File: src/rtl/fhe_pkg.sv
// Shared types for the FHE sequencer: opcodes, sequencer states, command descriptor
// and the per-row operand address rule.
package fhe_pkg;

  // Descriptor address fields are sized here; op_sequencer's ADDR_WIDTH must match.
  localparam int unsigned AddrWidth = 10;

  localparam logic [1:0] OPCODE_ENCRYPT = 2'b00;
  localparam logic [1:0] OPCODE_DECRYPT = 2'b01;
  localparam logic [1:0] OPCODE_ADD     = 2'b10;
  localparam logic [1:0] OPCODE_MULT    = 2'b11;

  typedef enum logic [1:0] {
    StIdle,
    StIssue,
    StDrain,
    StWrite
  } seq_state_e;

  typedef struct packed {
    logic [1:0]           opcode;
    logic [AddrWidth-1:0] op1_addr;
    logic [AddrWidth-1:0] op2_addr;
    logic [AddrWidth-1:0] out_addr;
  } cmd_desc_t;

  typedef struct packed {
    logic [AddrWidth-1:0] op1;
    logic [AddrWidth-1:0] op2;
  } radr_t;

  // Operand read addresses for row k of pass `pass`; sums wrap at 2^AddrWidth.
  function automatic radr_t calc_radr(cmd_desc_t d, logic [AddrWidth-1:0] k, logic pass);
    radr_t a;
    a.op1 = d.op1_addr + k;
    a.op2 = d.op2_addr + k;
    case (d.opcode)
      OPCODE_ENCRYPT: a.op1 = d.op1_addr;  // plaintext scalar stays put
      OPCODE_MULT: begin
        a.op1 = (pass ? d.op2_addr : d.op1_addr) + k;
        a.op2 = d.op2_addr;
      end
      default: ;
    endcase
    return a;
  endfunction

endpackage

File: src/rtl/cmd_fifo.sv
// Synchronous FIFO for command descriptors with full/empty flags and a synchronous clear.
module cmd_fifo #(
  parameter int unsigned Depth = 4,
  parameter int unsigned Width = 32
) (
  input  logic             clk,
  input  logic             rst_n,
  input  logic             clr_i,
  input  logic             push_i,
  input  logic             pop_i,
  input  logic [Width-1:0] wdata_i,
  output logic [Width-1:0] rdata_o,
  output logic             full_o,
  output logic             empty_o
);

  localparam int unsigned IdxW = (Depth > 1) ? $clog2(Depth) : 1;

  // Pointers carry one extra wrap bit to tell full from empty.
  logic [IdxW:0]      wr_ptr_q, rd_ptr_q;
  logic [Width-1:0]   mem_q [Depth];
  logic               do_push, do_pop;

  assign empty_o = (wr_ptr_q == rd_ptr_q);
  assign full_o  = (wr_ptr_q[IdxW] != rd_ptr_q[IdxW]) &&
                   (wr_ptr_q[IdxW-1:0] == rd_ptr_q[IdxW-1:0]);
  assign do_push = push_i && !full_o && !clr_i;
  assign do_pop  = pop_i && !empty_o && !clr_i;
  assign rdata_o = mem_q[rd_ptr_q[IdxW-1:0]];

  // Pointer update; clear wins over push and pop.
  always_ff @(posedge clk or negedge rst_n) begin
    if (!rst_n) begin
      wr_ptr_q <= '0;
      rd_ptr_q <= '0;
    end else if (clr_i) begin
      wr_ptr_q <= '0;
      rd_ptr_q <= '0;
    end else begin
      if (do_push) wr_ptr_q <= wr_ptr_q + 1'b1;
      if (do_pop)  rd_ptr_q <= rd_ptr_q + 1'b1;
    end
  end

  // Storage write.
  always_ff @(posedge clk) begin
    if (do_push) mem_q[wr_ptr_q[IdxW-1:0]] <= wdata_i;
  end

endmodule

File: src/rtl/op_sequencer.sv
// Command-driven sequencer: queues operation descriptors, walks each one row by row
// driving both SRAM operand read ports, then issues the result write-back and done.
module op_sequencer
  import fhe_pkg::*;
#(
  parameter int unsigned ADDR_WIDTH = AddrWidth,
  parameter int unsigned DIMENSION  = 10,
  parameter int unsigned DIM_WIDTH  = 4,
  parameter int unsigned CMD_DEPTH  = 4
) (
  input  logic                  clk,
  input  logic                  rst_n,
  input  logic                  cmd_valid_i,
  output logic                  cmd_ready_o,
  input  logic [1:0]            cmd_opcode_i,
  input  logic [ADDR_WIDTH-1:0] cmd_op1_addr_i,
  input  logic [ADDR_WIDTH-1:0] cmd_op2_addr_i,
  input  logic [ADDR_WIDTH-1:0] cmd_out_addr_i,
  input  logic                  flush_i,
  output logic                  rd_en_o,
  output logic [ADDR_WIDTH-1:0] op1_radr_o,
  output logic [ADDR_WIDTH-1:0] op2_radr_o,
  output logic                  dp_en_o,
  output logic [DIM_WIDTH-1:0]  row_o,
  output logic                  op_select_o,
  output logic [1:0]            opcode_out_o,
  output logic                  out_wen_o,
  output logic [ADDR_WIDTH-1:0] out_wadr_o,
  output logic                  done_o,
  output logic                  busy_o
);

  localparam logic [DIM_WIDTH-1:0] LastRow = DIM_WIDTH'(DIMENSION);

  seq_state_e           state_q;
  cmd_desc_t            desc_q, cmd_in, head;
  logic [DIM_WIDTH-1:0] k_q, k_d, row_q;
  logic                 pass_q, pass_d;
  radr_t                radr_d;
  logic                 fifo_full, fifo_empty, pop;
  logic                 last_row, last_read, is_add, wb_wen;
  logic [AddrWidth-1:0] wb_adr, op1_radr_q, op2_radr_q, out_wadr_q;
  logic                 rd_en_q, dp_en_q, op_select_q, out_wen_q, done_q;
  logic [1:0]           opcode_q;

  assign cmd_in = '{opcode: cmd_opcode_i, op1_addr: cmd_op1_addr_i,
                    op2_addr: cmd_op2_addr_i, out_addr: cmd_out_addr_i};
  assign pop    = (state_q == StIdle) && !fifo_empty && !flush_i;

  cmd_fifo #(
    .Depth(CMD_DEPTH),
    .Width($bits(cmd_desc_t))
  ) u_cmd_fifo (
    .clk    (clk),
    .rst_n  (rst_n),
    .clr_i  (flush_i),
    .push_i (cmd_valid_i),
    .pop_i  (pop),
    .wdata_i(cmd_in),
    .rdata_o(head),
    .full_o (fifo_full),
    .empty_o(fifo_empty)
  );

  // Next read position (row within pass, pass bit) and its operand addresses.
  always_comb begin
    last_row  = (k_q == LastRow);
    last_read = last_row && (pass_q || desc_q.opcode != OPCODE_MULT);
    k_d       = '0;
    pass_d    = 1'b0;
    radr_d    = '0;
    if (state_q == StIdle) begin
      radr_d = calc_radr(head, '0, 1'b0);
    end else if (last_row) begin
      pass_d = 1'b1;
      radr_d = calc_radr(desc_q, '0, 1'b1);
    end else begin
      k_d    = k_q + 1'b1;
      pass_d = pass_q;
      radr_d = calc_radr(desc_q, AddrWidth'(k_d), pass_q);
    end
  end

  // ADD writes one result per datapath beat; the others write once in WRITE.
  always_comb begin
    is_add = (desc_q.opcode == OPCODE_ADD);
    wb_wen = is_add ? dp_en_q : (state_q == StDrain);
    wb_adr = is_add ? desc_q.out_addr + AddrWidth'(row_q) : desc_q.out_addr;
  end

  // Sequencer FSM with registered read, datapath and write-back outputs.
  always_ff @(posedge clk or negedge rst_n) begin
    if (!rst_n) begin
      state_q     <= StIdle;
      desc_q      <= '0;
      k_q         <= '0;
      pass_q      <= 1'b0;
      rd_en_q     <= 1'b0;
      op1_radr_q  <= '0;
      op2_radr_q  <= '0;
      dp_en_q     <= 1'b0;
      row_q       <= '0;
      op_select_q <= 1'b0;
      opcode_q    <= '0;
      out_wen_q   <= 1'b0;
      out_wadr_q  <= '0;
      done_q      <= 1'b0;
    end else begin
      dp_en_q     <= rd_en_q;
      row_q       <= k_q;
      op_select_q <= pass_q;
      out_wen_q   <= wb_wen;
      if (wb_wen) out_wadr_q <= wb_adr;
      done_q      <= (state_q == StDrain);
      unique case (state_q)
        StIdle: begin
          if (pop) begin
            state_q    <= StIssue;
            desc_q     <= head;
            opcode_q   <= head.opcode;
            k_q        <= k_d;
            pass_q     <= pass_d;
            rd_en_q    <= 1'b1;
            op1_radr_q <= radr_d.op1;
            op2_radr_q <= radr_d.op2;
          end
        end
        StIssue: begin
          if (last_read) begin
            state_q <= StDrain;
            rd_en_q <= 1'b0;
          end else begin
            k_q        <= k_d;
            pass_q     <= pass_d;
            op1_radr_q <= radr_d.op1;
            op2_radr_q <= radr_d.op2;
          end
        end
        StDrain: state_q <= StWrite;
        StWrite: state_q <= StIdle;
      endcase
      // Abort squashes everything still in flight, including the pending done.
      if (flush_i) begin
        state_q   <= StIdle;
        rd_en_q   <= 1'b0;
        dp_en_q   <= 1'b0;
        out_wen_q <= 1'b0;
        done_q    <= 1'b0;
      end
    end
  end

  assign cmd_ready_o  = !fifo_full;
  assign busy_o       = (state_q != StIdle) || !fifo_empty;
  assign rd_en_o      = rd_en_q;
  assign op1_radr_o   = op1_radr_q;
  assign op2_radr_o   = op2_radr_q;
  assign dp_en_o      = dp_en_q;
  assign row_o        = row_q;
  assign op_select_o  = op_select_q;
  assign opcode_out_o = opcode_q;
  assign out_wen_o    = out_wen_q;
  assign out_wadr_o   = out_wadr_q;
  assign done_o       = done_q;

endmodule

File: config.mk
export PLATFORM = sky130hd
export DESIGN_NAME = op_sequencer
export DESIGN_NICKNAME = d
export VERILOG_FILES = /design/src/rtl/fhe_pkg.sv /design/src/rtl/cmd_fifo.sv /design/src/rtl/op_sequencer.sv
export SDC_FILE = /design/constraint.sdc
export NUM_CORES = 1
export LEC_CHECK = 0
export ABC_CLOCK_PERIOD_IN_PS = 3400
export CELL_PAD_IN_SITES_DETAIL_PLACEMENT = 0
export CELL_PAD_IN_SITES_GLOBAL_PLACEMENT = 1
export CORE_ASPECT_RATIO = 2
export CORE_UTILIZATION = 53
export CTS_BUF_LIST = sky130_fd_sc_hd__clkbuf_16
export CTS_CLUSTER_DIAMETER = 60
export DETAILED_ROUTE_END_ITERATION = 16
export DONT_BUFFER_PORTS = 1
export GPL_TIMING_DRIVEN = 0
export PLACE_DENSITY_LB_ADDON = 0.1
export SYNTH_ARGS = -nofsm -noshare
export SYNTH_HDL_FRONTEND = slang
export SYNTH_SLANG_ARGS = --single-unit
File: constraint.sdc
create_clock -name clk -period 3.4 [get_ports clk]
set_clock_uncertainty 0.2 [all_clocks]
set_input_delay 0.51 -clock clk [delete_from_list [all_inputs] [get_ports clk]]
set_output_delay 0.51 -clock clk [all_outputs]
set_load 0.005 [all_outputs]
## Yosys cells after proc, flatten, opt, wreduce, memory -nomap -nowiden

Memories as Yosys holds them, arrays and structs flattened.
Index checks and enable logic that the tools add are counted.

| operators by class | value |
|---|---|
| $add $sub $neg | 7 |
| equal/unequal tests | 14 |
| muxes and demuxes | 41 |
| reductions and logical operators | 24 |

Operators by type and width:

| kind | count |
|---|---|
| $mux W10 | 8 |
| $pmux W10 S2 | 3 |
| $add A10 B4 Y10 | 4 |
| $mux W20 | 2 |
| $mux W4 | 4 |
| $mux W1 | 13 |
| $mux W3 | 4 |
| $eq A2 B2 Y1 const B | 4 |
| $logic_and A1 B1 Y1 | 8 |
| $pmux W2 S4 | 1 |
| $pmux W4 S2 | 1 |
| $reduce_bool A2 Y1 | 4 |
| $add A3 B1 Y3 const B | 2 |
| $mux W2 | 3 |
| $reduce_and A3 Y1 | 2 |
| $add A4 B1 Y4 const B | 1 |
| $eq A4 B4 Y1 const B | 1 |
| $logic_not A2 Y1 | 2 |
| $ne A2 B2 Y1 const B | 2 |
| $pmux W1 S2 | 2 |
| $reduce_and A2 Y1 | 2 |
| $eq A3 B3 Y1 | 1 |
| $logic_not A1 Y1 | 3 |
| $ne A3 B2 Y1 const B | 1 |
| 7 further kinds | 8 |

| storage, ports and cells | value |
|---|---|
| flip-flop bits (word level) | 84 |
| bits in writable memories | 128 |
| input port bits | 36 |
| output and inout bits | 43 |
| word-level logic and storage cells | 105 |
| memories kept | 1 |

Memories:

| memory | depth | bits a word | rd ports | clocked after memory_dff | wr ports | RTL line | text |
|---|---|---|---|---|---|---|---|
| u_cmd_fifo.mem_q | 4 | 32 | 1 | 0 | 1 | cmd_fifo.sv:21 | `logic [Width-1:0] mem_q [Depth];` |

## Longest topological paths before layout

Gate-level depths: netlist of run 1.

| logic depth | value |
|---|---|
| word-level depth | 8 |
| gate-level depth with buffers | 14 |
| depth with buffers taken out | 12 |

## By module

A second synthesis of run 1 with hierarchy kept.

| second synthesis, totals | value |
|---|---|
| cell total of the unflattened synthesis | 694 |
| area, all modules | 9725.6 µm² |

Modules (own cells, without submodules):

| module | instances | cells each | area each (µm²) | sequential area each (µm²) |
|---|---|---|---|---|
| cmd_fifo | 1 | 231 | 5185.0 | 3993.8 |
| op_sequencer | 1 | 463 | 4540.6 | 1951.9 |

## Least setup slack after synthesis of run 1

No wires, ideal clock.

| timing | value |
|---|---|
| path type | register to register |
| start | register, netlist name opcode_out_o[0] |
| end | register op1_radr_q[5], in the netlist op1_radr_o[5] |
| setup time | 132 ps |
| arrival time | 2628 ps |
| data required time | 3068 ps |
| path slack | 440 ps |
| cell stages (with the launch flop) | 13 |
| buffers on the path | 2 |
| clock period less this slack | 2960 ps |
| cell sequence | dfrtp_1 > buf_2 > and3_1 > buf_2 > mux2i_1 > inv_1 > ha_1 > a211oi_2 > o21ai_2 > and4b_1 > o21a_1 > a2111oi_0 > o31ai_1 |

RTL lines:

| item | RTL line | text |
|---|---|---|
| end signal, assigned | op_sequencer.sv:124 | `op1_radr_q <= radr_d.op1;` |
| end signal, assigned | op_sequencer.sv:135 | `op1_radr_q <= radr_d.op1;` |
| end, declared | op_sequencer.sv:42 | `logic [AddrWidth-1:0] wb_adr, op1_radr_q, op2_radr_q, out_wadr_q;` |

## Worst setup path in the final report of run 1

| timing | value |
|---|---|
| start | register k_q[0] |
| end | register op1_radr_q[5], in the netlist op1_radr_o[5] |

| on the way | value |
|---|---|
| longest elaborated chain between the ends | 7 |
| elaborated cells on any way between the ends | 13 |
| those cells by class | add/sub (3); eq/ne (2); mux (6); reduce/logical (2) |

Ends and longest elaborated chain:

| item | RTL line | text |
|---|---|---|
| start, declared | op_sequencer.sv:37 | `logic [DIM_WIDTH-1:0] k_q, k_d, row_q;` |
| start signal, assigned | op_sequencer.sv:121 | `k_q <= k_d;` |
| start signal, assigned | op_sequencer.sv:133 | `k_q <= k_d;` |
| $add A4 B1 Y4 | op_sequencer.sv:78 | `k_d = k_q + 1'b1;` |
| $add A10 B4 Y10, on equally long branches | fhe_pkg.sv:35, fhe_pkg.sv:40 |  |
| $pmux W10 S2 | fhe_pkg.sv:37 | `case (d.opcode)` |
| $mux W20 | op_sequencer.sv:74 | `end else if (last_row) begin` |
| $mux W20 | op_sequencer.sv:72 | `if (state_q == StIdle) begin` |
| $mux W10, on equally long branches | op_sequencer.sv:129, op_sequencer.sv:117 |  |
| $pmux W10 S2 | op_sequencer.sv:115 | `unique case (state_q)` |

Parallel ways exist; a longest one is shown, timed or not. The select of a mux whose other input is x is not followed.
A chain may end at the register's enable or synchronous reset.

==> flow_summary.yaml, run 1 <==
run_status:
  status: "finished clean"
cts:
  root_buffer: "clkbuf_16"
  cts_tree: "built"
  cts.sinks: 212
  cts_buffers: 20
  htreeDepth: 1
  ctsLongestPathBuffers: 3
  clk_latency_ns: 0.48
  clk_pin_slew_ns: 0.07
  postCtsSetupBuffers: 0
timing:
  hold_viol: 0
  layout_min_cycle_time_ns: 3.284
  fin_crit_sh: 0.9659
  setup_viol: 0
  setup-tns-final_ns: 0
  maxSlewViolCount: 0
  tightest_slew_ns: 0.9002
  max_slew_margin: 0.3999
  setup_slack_ns: 0.1159
  fmax_ghz: 0.3045
critical_path:
  cp_common_cell: "ha_1"
  critPathMaxFanout: 7
  path_cells: "ha_1 > xor2_1 > ha_1 > o21ai_0 > o21ai_4 > and4b_1 > o21a_1 > a2111oi_2 > o31ai_1"
  crit_type: "flop to flop"
  start_kind: "flop"
  worst_setup_path_end_kind: "flop"
  max_stage_delay_ns: 0.47
  required_ns: 3.57
  worstPathArrival_ns: 3.45
  cp_slowest_cell: "o21ai_0"
global_routing:
  overflow: 0
  globalRouteTotalUtil: 0.2469
  grt_pass1_wl_microns: 34590
  grt_antenna_before_repair: 0
  grt_max_degree: 85
  grt_pass1_vias: 6162
placement:
  place_congestion: 0.9849
  pre_cts_ws_ns: -0.1773
  io_buffers: 0
  dp.cells: 893
  hpwl_microns: 15740
synth:
  syn_area_sq_mm: 0.009560
  synth_area_leaders: "edfxtp_1 (40%), dfrtp_1 (22%), mux4_2 (7.3%)"
  synthCells: 680
  synth.largest_area_cell: "edfxtp_1"
  synth_cell_types: 63
  synth_warnings: 0
  ys_seq_elements: 212
  syn-num-nets: 742
  ys.flop_type: "edfxtp_1"
  async_flop_share: 0.3962
  synth_edf_count: 128
  avgSynthCellArea_sq_um: 14.06
  ys_seq_area_frac: 0.6219
  yosysTopAreaCellShare: 0.4020
final_layout:
  area_growth_syn_to_layout_pct: 14.08
  drive_above_1_share: 0.1838
  fin_cells: 964
  final_nets: 800
  layout_commonest_cell: "edfxtp_1"
  most-common-layout-cells: "edfxtp_1 (128), dfrtp_1 (84), nand2_1 (68)"
  n_antenna_cell: 0
  n_fill_cell: 1384
floorplan:
  start_util: 0.5402
  rows: 69
  fp.dieArea_sq_mm: 0.01861
  io_pins: 79
  core_area_sq_mm: 0.01770
  fp.dieH_microns: 191.9
  die_w_microns: 96.97
route:
  vias: 5773
  viasPerCell: 5.989
  drt_iter0_drc: 235
  routed_wl_microns: 22440
  drtPass1Iterations: 5
  drtAntennaViolNets: 0
  wl_per_cell_microns: 23.28
  drc_errors: 0
min_path:
  hold_class: "input pin to flop"
power_and_ir_drop:
  ir_worst_vdd_v: 0.0006224
  finalPower_mw: 9.524
  power_density_mw_per_mm2: 873.2
  leakagePower_nw: 4.131
flow_run:
  maxCapViolations: 0
-- synthesized netlist by cell type, types with 3 or more instances --
library cell,n
o22ai_1,5
dfrtp_1,84
mux4_2,31
a31oi_1,4
nand4_1,7
o31ai_1,4
xor2_1,9
clkbuf_1,12
nor3_1,9
a22oi_1,3
nand3b_1,3
and2_1,5
nor2_1,28
nand2_1,68
buf_4,4
and3_1,8
buf_6,4
nor2b_1,7
buf_2,16
a21oi_1,28
xnor2_1,20
edfxtp_1,128
a21o_1,8
mux2_2,36
mux2i_1,6
inv_1,19
ha_1,23
a211oi_1,7
o21ai_0,36
nand3_1,13
fa_1,3
-- routing by layer --
layer	up-vias	track usage	routed length (microns)
met2	195	0.4686	12360
li1	2643	-	-
met1	2893	0.2761	8276
met5	-	0	0
met4	0	0.09587	717
met3	42	0.03493	1082
-- what timing repair did --
action                     4_1_cts  5_1_grt
pin swaps                        1        1
setup endpoints to repair        5        5
resized for setup                4       14
hold buffers                    36        0
hold endpoints to repair       215        0
-- registers in the layout (all words and copies together) (netlist names) --
register / flops
out_wadr_o: 10
k_q: 4
u_cmd_fifo.wr_ptr_q: 3
out_wen_o: 1
desc_q: 30
op2_radr_o: 10
u_cmd_fifo.rd_ptr_q: 3
state_q: 2
op_select_o: 1
row_o: 4
u_cmd_fifo.mem_q: 128
rd_en_o: 1
opcode_out_o: 2
op1_radr_o: 10
pass_q: 1
done_o: 1
dp_en_o: 1
-- critical path, delay by kind of cell (launching register included) --
family | cells | cell delay, ns
AOI/OAI and AO/OA | 5 | 1.33
xor gates and xnor gates | 1 | 0.35
adders and majority gates | 2 | 0.60
DFF | 1 | 0.46
and+or+nand+nor | 1 | 0.22
-- layout make-up --
cell class | count | area, sq um | area share
plain buffers | 37 | 219.0 | 0.02008
clock buffers | 21 | 525.5 | 0.04818
clock inverters | 14 | 115.1 | 0.01055
inverters | 19 | 71.32 | 0.006539
multi-input cells | 412 | 3386 | 0.3104
flip-flops and latches | 212 | 5946 | 0.5451
well taps | 213 | 266.5 | 0.02444
repair buffers | 36 | 377.9 | 0.03464
-- report_power, final --
group	leakage [nW]	total [mW]	switching [mW]	internal (mW)
clock network	0.328	2.18	0.913	1.27
logic	1.59	3.64	2.10	1.54
registers	2.21	3.70	0.471	3.23
total	4.13	9.52	3.48	6.04
-- stage by stage --
stage / utilization / hold slack, ns / area [sq um]
global placement: 0.5552 / 0.01606 / 9827
finish: 0.6163 / 0.07148 / 10910
floorplan: - / 0.01441 / 9560
detailed placement: 0.5555 / 0.01708 / 9832
global route: 0.6163 / 0.07622 / 10910
CTS: 0.6137 / 0.06301 / 10860
-- cells by family after synthesis --
kind of cell,after synthesis,synth area share
buf+inv,56,0.02879
fa+ha+maj,28,0.03861
compound gates,121,0.08049
flops,212,0.6219
mux,73,0.1217
xor+xnor,31,0.02997
simple gates,159,0.07852
-- worst paths after layout --
check,start,endpoint,slack (ns),cells past startpoint
setup / recovery,k_q[0],op1_radr_o[5],0.12,9
hold / removal,cmd_valid_i,u_cmd_fifo.wr_ptr_q[2],0.07,3
setup reg to reg,k_q[0],op1_radr_o[5],0.12,9
hold reg to reg,op1_radr_o[5],op1_radr_o[5],0.30,2
max in group asynchronous,rst_n,out_wadr_o[8],2.24,2
min in group asynchronous,rst_n,op1_radr_o[4],0.36,2
Note: power is estimated with default switching activity, not from simulation.
==> inputs of run 2 (changes only) <==
--- a/config.mk
+++ b/config.mk
@@ -5,11 +5,11 @@
 export SDC_FILE = /design/constraint.sdc
 export NUM_CORES = 1
 export LEC_CHECK = 0
-export ABC_CLOCK_PERIOD_IN_PS = 3400
+export ABC_CLOCK_PERIOD_IN_PS = 4000
 export CELL_PAD_IN_SITES_DETAIL_PLACEMENT = 0
 export CELL_PAD_IN_SITES_GLOBAL_PLACEMENT = 1
 export CORE_ASPECT_RATIO = 2
-export CORE_UTILIZATION = 53
+export CORE_UTILIZATION = 57
 export CTS_BUF_LIST = sky130_fd_sc_hd__clkbuf_16
 export CTS_CLUSTER_DIAMETER = 60
 export DETAILED_ROUTE_END_ITERATION = 16
==> constraint.sdc (replaced) <==
create_clock -name clk -period 4 [get_ports clk]
set_clock_uncertainty 0.2 [all_clocks]
set_input_delay 0.6 -clock clk [delete_from_list [all_inputs] [get_ports clk]]
set_output_delay 0.6 -clock clk [all_outputs]
set_load 0.005 [all_outputs]
==> flow_summary.yaml, run 2 (synthesized netlist as in run 1, its figures left out) <==
cts:
  ctsLongestPathBuffers: 3
  cts.sinks: 212
  clk_pin_slew_ns: 0.07
  root_buffer: "clkbuf_16"
  htreeDepth: 1
  cts_buffers: 19
  clk_latency_ns: 0.48
  cts_tree: "built"
  postCtsSetupBuffers: 0
floorplan:
  rows: 66
  io_pins: 79
  start_util: 0.5847
  core_area_sq_mm: 0.01635
  fp.dieH_microns: 185.2
  die_w_microns: 93.58
  fp.dieArea_sq_mm: 0.01733
timing:
  maxSlewViolCount: 0
  setup-tns-final_ns: 0
  fin_crit_sh: 0.9383
  tightest_slew_ns: 0.8840
  max_slew_margin: 0.4107
  setup_viol: 0
  fmax_ghz: 0.2664
  hold_viol: 0
  layout_min_cycle_time_ns: 3.753
  grt_setup_unrepaired: "no"
route:
  routed_wl_microns: 22270
  wl_per_cell_microns: 23.79
  drtPass1Iterations: 4
  drt_iter0_drc: 307
  drc_errors: 0
  vias: 5767
  viasPerCell: 6.161
  drtAntennaViolNets: 0
min_path:
  hold_class: "input pin to flop"
  whs_path_depth: 0
final_layout:
  drive_above_1_share: 0.1872
  most-common-layout-cells: "edfxtp_1 (128), dfrtp_1 (84), nand2_1 (68)"
  largest_reg_flops: 128
  n_antenna_cell: 0
  final_nets: 782
  layout_commonest_cell: "edfxtp_1"
  utilization: 0.6494
  seq_area_sq_mm: 0.005946
  n_fill_cell: 1202
  multi_input_area_sq_mm: 0.003344
  area_growth_syn_to_layout_pct: 11.06
critical_path:
  start_kind: "flop"
  cp_common_cell: "nand2_1"
  worst_setup_path_end_kind: "flop"
  r2r_cells: 12
  max_stage_delay_ns: 0.60
  required_ns: 4.14
  cp_slowest_cell: "a2111oi_0"
  path_cells: "buf_2 > nand3_1 > clkbuf_1 > nand2_1 > nand2_1 > ha_1 > o21ai_0 > o21ai_2 > and4b_1 > o21a_1 > a2111oi_0 > o31ai_1"
  critPathMaxFanout: 10
  worstPathArrival_ns: 3.89
  crit_type: "flop to flop"
placement:
  io_buffers: 0
  hpwl_microns: 15660
  place_congestion: 0.9635
power_and_ir_drop:
  power_density_mw_per_mm2: 743.6
  leakagePower_nw: 4.003
  ir_worst_vdd_v: 0.0005214
global_routing:
  grt_antenna_before_repair: 0
  globalRouteTotalUtil: 0.2707
  overflow: 0
  grt_pass1_wl_microns: 34120
  grt_max_degree: 85
  grt_pass1_vias: 6189
flow_run:
  maxCapViolations: 0
run_status:
  status: "finished clean"
run 2: report_power, final:
group	internal, mW	switching, mW	total, mW
clock	0.947	0.797	1.74
combinational	1.27	1.75	3.02
sequential	2.75	0.387	3.13
total	4.96	2.94	7.89
run 2: worst max-delay path: cells and delay by family (launching register included):
kind | cells | cell delay (ns)
compound gates | 5 | 1.45
buf+inv | 2 | 0.69
simple gates | 4 | 0.60
flops | 1 | 0.38
fa+ha+maj | 1 | 0.28
run 2: final timing paths:
path	start	end	slack, ns
max in group asynchronous	rst_n	desc_q[4]	2.75
worst min register to register	pass_q	op_select_o	0.30
worst max-delay path	opcode_out_o[0]	op1_radr_o[5]	0.25
worst max register to register	opcode_out_o[0]	op1_radr_o[5]	0.25
min in group asynchronous	rst_n	op1_radr_o[5]	0.53
worst min-delay path	cmd_op2_addr_i[5]	u_cmd_fifo.mem_q[1][15]	0.01
run 2: metrics by stage:
step	cells	power [mW]	area [sq um]	hold slack (ns)	setup WS [ns]
CTS	934	7.918	10600	0.0002267	0.2968
global route	936	8.372	10620	0.00001876	0.04914
floorplan	680	5.242	9560	0.1044	1.040
detailed placement	884	6.139	9821	0.1064	0.3140
global placement	884	6.073	9816	0.1060	0.3117
finish	936	7.895	10620	0.01373	0.2469
run 2: timing repair:
action                                  4_1_cts  5_1_grt
endpoints found under the hold margin       137        2
resized for setup                             0        0
endpoints found under the setup margin        0        0
hold buffers                                 17        2
run 2: cell type report:
class,instances,share of cell area
Buffer,37,0.01921
Clock buffer,19,0.04478
Clock inverter,14,0.01072
Inverter,19,0.006717
Multi-Input combinational cell,412,0.3150
Sequential cell,212,0.5600
Tap cell,204,0.02404
Timing Repair Buffer,19,0.01956
run 2: layer usage:
layer,track usage,part of all wire
met5,0,0
met4,0.1305,0.046
met3,0.03284,0.041
met2,0.4944,0.54
met1,0.3089,0.37
==> inputs of run 3 (changes only) <==
--- a/config.mk
+++ b/config.mk
@@ -16,6 +16,7 @@
 export DONT_BUFFER_PORTS = 1
 export GPL_TIMING_DRIVEN = 0
 export PLACE_DENSITY_LB_ADDON = 0.1
+export SLEW_MARGIN = 20
 export SYNTH_ARGS = -nofsm -noshare
 export SYNTH_HDL_FRONTEND = slang
 export SYNTH_SLANG_ARGS = --single-unit
==> flow_summary.yaml, run 3 (synthesized netlist as in run 1, its figures left out) <==
cts:
  htreeDepth: 1
  cts_tree: "built"
  cts_resized: 0
  root_buffer: "clkbuf_16"
  clk_pin_slew_ns: 0.07
  cts.sinks: 212
  ctsLongestPathBuffers: 3
  clk_latency_ns: 0.49
  cts_buffers: 19
route:
  viasPerCell: 6.110
  drtAntennaViolNets: 0
  drtPass1Iterations: 5
  drc_errors: 0
  routed_wl_microns: 22910
  vias: 5817
  wl_per_cell_microns: 24.07
  drt_iter0_drc: 308
final_layout:
  utilization: 0.6641
  largest_reg_flops: 128
  n_antenna_cell: 0
  area_growth_syn_to_layout_pct: 13.58
  drive_above_1_share: 0.1872
  fin_cells: 952
  layout_commonest_cell: "edfxtp_1"
  most-common-layout-cells: "edfxtp_1 (128), dfrtp_1 (84), nand2_1 (68)"
  final_nets: 798
floorplan:
  start_util: 0.5847
  rows: 66
  die_w_microns: 93.58
  fp.dieArea_sq_mm: 0.01733
  core_area_sq_mm: 0.01635
  fp.dieH_microns: 185.2
  io_pins: 79
critical_path:
  crit_buf_inv: 3
  crit_type: "flop to flop"
  critPathMaxFanout: 10
  cp_slowest_cell: "clkbuf_1"
  path_cells: "buf_2 > nand3_1 > clkbuf_1 > nand2_1 > nand2_1 > ha_1 > inv_1 > fa_1 > nor2b_1 > o21ai_0 > and3_1 > o21ai_0 > a31oi_1 > a221o_1"
  required_ns: 4.18
  start_kind: "flop"
  cp_top_family: "simple AND/OR/NAND/NOR gates"
  worstPathArrival_ns: 3.90
  worst_setup_path_end_kind: "flop"
  max_stage_delay_ns: 0.52
power_and_ir_drop:
  ir_worst_vdd_v: 0.0004880
  power_density_mw_per_mm2: 743.0
  leakagePower_nw: 4.122
global_routing:
  met2_usage: 0.5018
  grt_max_degree: 85
  grt_pass1_vias: 6206
  grt_pass1_wl_microns: 34290
  overflow: 0
  grt_antenna_before_repair: 0
  grt-busiest-layer: "met2"
  grtUsageMet3: 0.03366
  globalRouteTotalUtil: 0.2740
  use_met1: 0.3089
timing:
  fmax_ghz: 0.2685
  setup-tns-final_ns: 0
  grt_setup_unrepaired: "no"
  layout_min_cycle_time_ns: 3.724
  hold_viol: 0
  fin_crit_sh: 0.9311
  maxSlewViolCount: 0
  setup_viol: 0
  max_slew_margin: 0.5460
  tightest_slew_ns: 0.6810
placement:
  place_congestion: 0.9635
  io_buffers: 0
  hpwl_microns: 15880
  dp.cells: 888
run_status:
  status: "finished clean"
flow_run:
  maxCapViolations: 0
min_path:
  hold_class: "input pin to flop"
[run 3: cell count changes in the layout (fill, tap and decap cells not counted)]
cell	change
clkinvlp_4	-3
clkinv_1	-1
inv_6	-1
inv_1	+2
bufinv_16	+2
clkinv_4	+1
dlygate4sd3_1	+12
buf_12	+4
[run 3: worst paths after layout]
check                                               to              start  slack [ns]  cells after the start
worst max-delay path                     op1_radr_o[4]    opcode_out_o[0]        0.28                     14
worst min-delay path            u_cmd_fifo.mem_q[3][8]  cmd_out_addr_i[8]        0.01                      0
worst max register to register           op1_radr_o[4]    opcode_out_o[0]        0.28                     14
worst min register to register             op_select_o             pass_q        0.29                      0
max in group asynchronous                    desc_q[3]              rst_n        2.76                      2
min in group asynchronous                op2_radr_o[9]              rst_n        0.48                      2
[run 3: final cells by class]
| type | instances | area, sq um |
|---|---|---|
| plain buffers | 37 | 203.9 |
| clock buffers | 19 | 475.5 |
| clock inverters | 14 | 155.1 |
| fillers | 1193 | 5492 |
| inverters | 19 | 71.32 |
| multi-input cells | 412 | 3344 |
| flip-flops and latches | 212 | 5946 |
| well taps | 204 | 255.2 |
| repair buffers | 35 | 407.9 |
[run 3: routing by layer]
metal | vias to the layer above | wire [microns]
met5 | - | 0
met4 | 0 | 934
met3 | 59 | 886
met2 | 162 | 12470
met1 | 2946 | 8615
li1 | 2650 | -
[run 3: power breakdown]
group / internal (mW) / total [mW] / switching (mW)
combinational: 1.28 / 3.05 / 1.77
clock: 1.07 / 1.88 / 0.813
sequential: 2.74 / 3.13 / 0.391
[run 3: worst reg2reg max path, cell delays in order, from the launching register on]
cell and delay [ns]:
dfrtp_1 0.38, buf_2 0.19, nand3_1 0.18, clkbuf_1 0.52, nand2_1 0.13, nand2_1 0.09, ha_1 0.21, inv_1 0.07
fa_1 0.40, nor2b_1 0.26, o21ai_0 0.25, and3_1 0.25, o21ai_0 0.14, a31oi_1 0.11, a221o_1 0.26
[run 3: repair_timing]
item / in CTS / in global routing
setup buffers: 0 / 0
hold endpoints to repair: 166 / 7
hold buffers: 28 / 3
[run 3: through the flow]
stage               cell area [sq um]  hold WS [ns]  setup slack, ns  power, mW
finish                          10860       0.01353           0.2756      8.068
global placement                 9816        0.1060           0.3117      6.073
CTS                             10830     0.0001083           0.2808      8.059
global route                    10860      0.002143           0.1196      8.511
floorplan                        9560        0.1044            1.040      5.242
detailed placement               9901        0.1064           0.2790      6.146
==> RTL edit, RTL diff (settings of run 3) <==
Encoding of `seq_state_e`: now one-hot (4 bits for 4 states).
--- a/src/rtl/fhe_pkg.sv
+++ b/src/rtl/fhe_pkg.sv
@@ -10,11 +10,11 @@
   localparam logic [1:0] OPCODE_ADD     = 2'b10;
   localparam logic [1:0] OPCODE_MULT    = 2'b11;
 
-  typedef enum logic [1:0] {
-    StIdle,
-    StIssue,
-    StDrain,
-    StWrite
+  typedef enum logic [3:0] {
+    StIdle  = 4'b0001,
+    StIssue = 4'b0010,
+    StDrain = 4'b0100,
+    StWrite = 4'b1000
   } seq_state_e;
 
   typedef struct packed {
Function: same outputs for any inputs over 4 cycles, from zero or initial values and one cycle with rst_n low; so few cycles prove little.
==> RTL edit against run 3 <==
Global-route usage shrank 0.86 points; via count is 1.0% lower; routed wire length fell by 5.1%; final area about the same; final cell count is 2.0% higher; core utilization up 0.69 points; non-clock buffer count rose by 1; synthesized area is 1.5% lower; worst hold slack better by 0.071 ns; total power decreased by 7.1%; worst setup slack got worse by 0.035 ns; clock power up 11%; critical path type unchanged; sequential cell count increased by 2; maximum frequency down 0.93%.
==> RTL edit: results (changes against run 3) <==
outcome: "finished, final reports clean"
grt_pass1_wl_mm: 33.6  # -2.0%
fillCellCount: 1182  # -0.92%
synthArstFlopShare: 0.402  # +0.00564
synth.net_count: 751  # +1.2%
ys_types: 58  # -7.9%
grt_pass1_vias: 6159  # -0.76%
antenna_found_initial: 0  # unchanged
wl_mm: 21.7  # -5.1%
synth_edf_count: 128  # unchanged
vdd_drop_max_v: 0.000423  # -13%
ys_top_cells_by_area: "edfxtp_1 41%, dfrtp_1 23%, mux4_2 7.7%"
cts-root-buf: "clkbuf_16"
drive_gt1_frac: 0.140  # -0.0477
grt_usage: 0.265  # -0.00863
vias_per_cell: 5.93  # -3.0%
place_worst_setup_slack_ns: 0.187  # -0.0916 ns
gp_congestion: 0.867  # -10%
power.leakage_uw: 0.00432  # +4.7%
cts_buffers: 20  # +1
max_stage_delay_ns: 0.47  # -0.05 ns
dp_hpwl_mm: 15.2  # -4.0%
ys_seq_area_frac: 0.637  # +0.0148
cp.arrival_ns: 3.99  # +0.09 ns
grt_max_degree: 87  # +2.4%
tightest_slew_ns: 0.694  # +0.0125 ns
[RTL edit: through the flow]
stage / utilization / area (um2) / cells / hold slack, ns
final: 0.671 / 10900 / 971 / 0.0843
after global routing: 0.671 / 10900 / 971 / 0.0932
after CTS: 0.671 / 10900 / 971 / 0.0741
after detailed placement: 0.603 / 9760 / 900 / 0.106
after global placement: 0.598 / 9670 / 896 / 0.106
after floorplan: - / 9420 / 692 / 0.104
[RTL edit: per-layer routing]
metal	wire length, um	track usage	vias up
li1	-	-	2649
met2	11900	0.480	187
met4	1020	0.134	0
met5	0	0	-
met3	974	0.0368	57
met1	7820	0.301	2863
[RTL edit: repair_timing]
item / in CTS / in global routing
gates resized for setup: 0 / 1
hold buffers: 35 / 0
setup endpoints to repair: 0 / 2
setup buffers: 0 / 0
endpoints found under the hold margin: 218 / 0
[RTL edit: worst register-to-register path, delay by kind of cell, from the launching register on]
kind                     cells  cell delay, ns
AND/OR/NAND/NOR              3            0.96
AO/OA/AOI/OAI                3            0.87
multiplexers                 1            0.34
flip-flops                   1            0.39
adder cells (fa/ha/maj)      1            0.30
buffers and inverters        3            0.64
[RTL edit: cells by family after synthesis]
group	after synthesis	synth area share
simple gates	204	0.101
compound gates	121	0.0796
buf+inv	49	0.0244
mux	48	0.0940
xor+xnor	32	0.0298
flops	214	0.637
fa+ha+maj	24	0.0340
[RTL edit: report_power, final]
| part | internal, uW | switching, uW | leakage, uW |
|---|---|---|---|
| sequential | 2740 | 393 | 0.00226 |
| clock | 1260 | 816 | 0.000366 |
| combinational | 991 | 1300 | 0.00169 |
[RTL edit: area by class of cell]
type	instances	area, um2	share of cell area
clock buffer	22	551	0.0507
buffer	34	174	0.0160
clock inverter	14	179	0.0165
multi-input combinational	429	3200	0.295
tap	204	255	0.0235
timing repair buffer	39	448	0.0412
inverter	15	56.3	0.00518
sequential	214	6000	0.552
[RTL edit: path summary, 6_finish.rpt]
check	start	to	slack, ns	cells after the start
max in group asynchronous	rst_n	op1_radr_o[0]$_DFFE_PN0P_	2.74	2
worst max register to register	opcode_out_o[0]$_DFFE_PN0P_	op1_radr_o[5]$_DFFE_PN0P_	0.24	11
worst min-delay path	cmd_valid_i	u_cmd_fifo.wr_ptr_q[1]$_DFFE_PN0P_	0.08	2
worst min register to register	k_q[1]$_DFFE_PN0P_	row_o[1]$_DFF_PN0_	0.30	0
worst max-delay path	opcode_out_o[0]$_DFFE_PN0P_	op1_radr_o[5]$_DFFE_PN0P_	0.24	11
min in group asynchronous	rst_n	k_q[2]$_DFFE_PN0P_	0.48	2
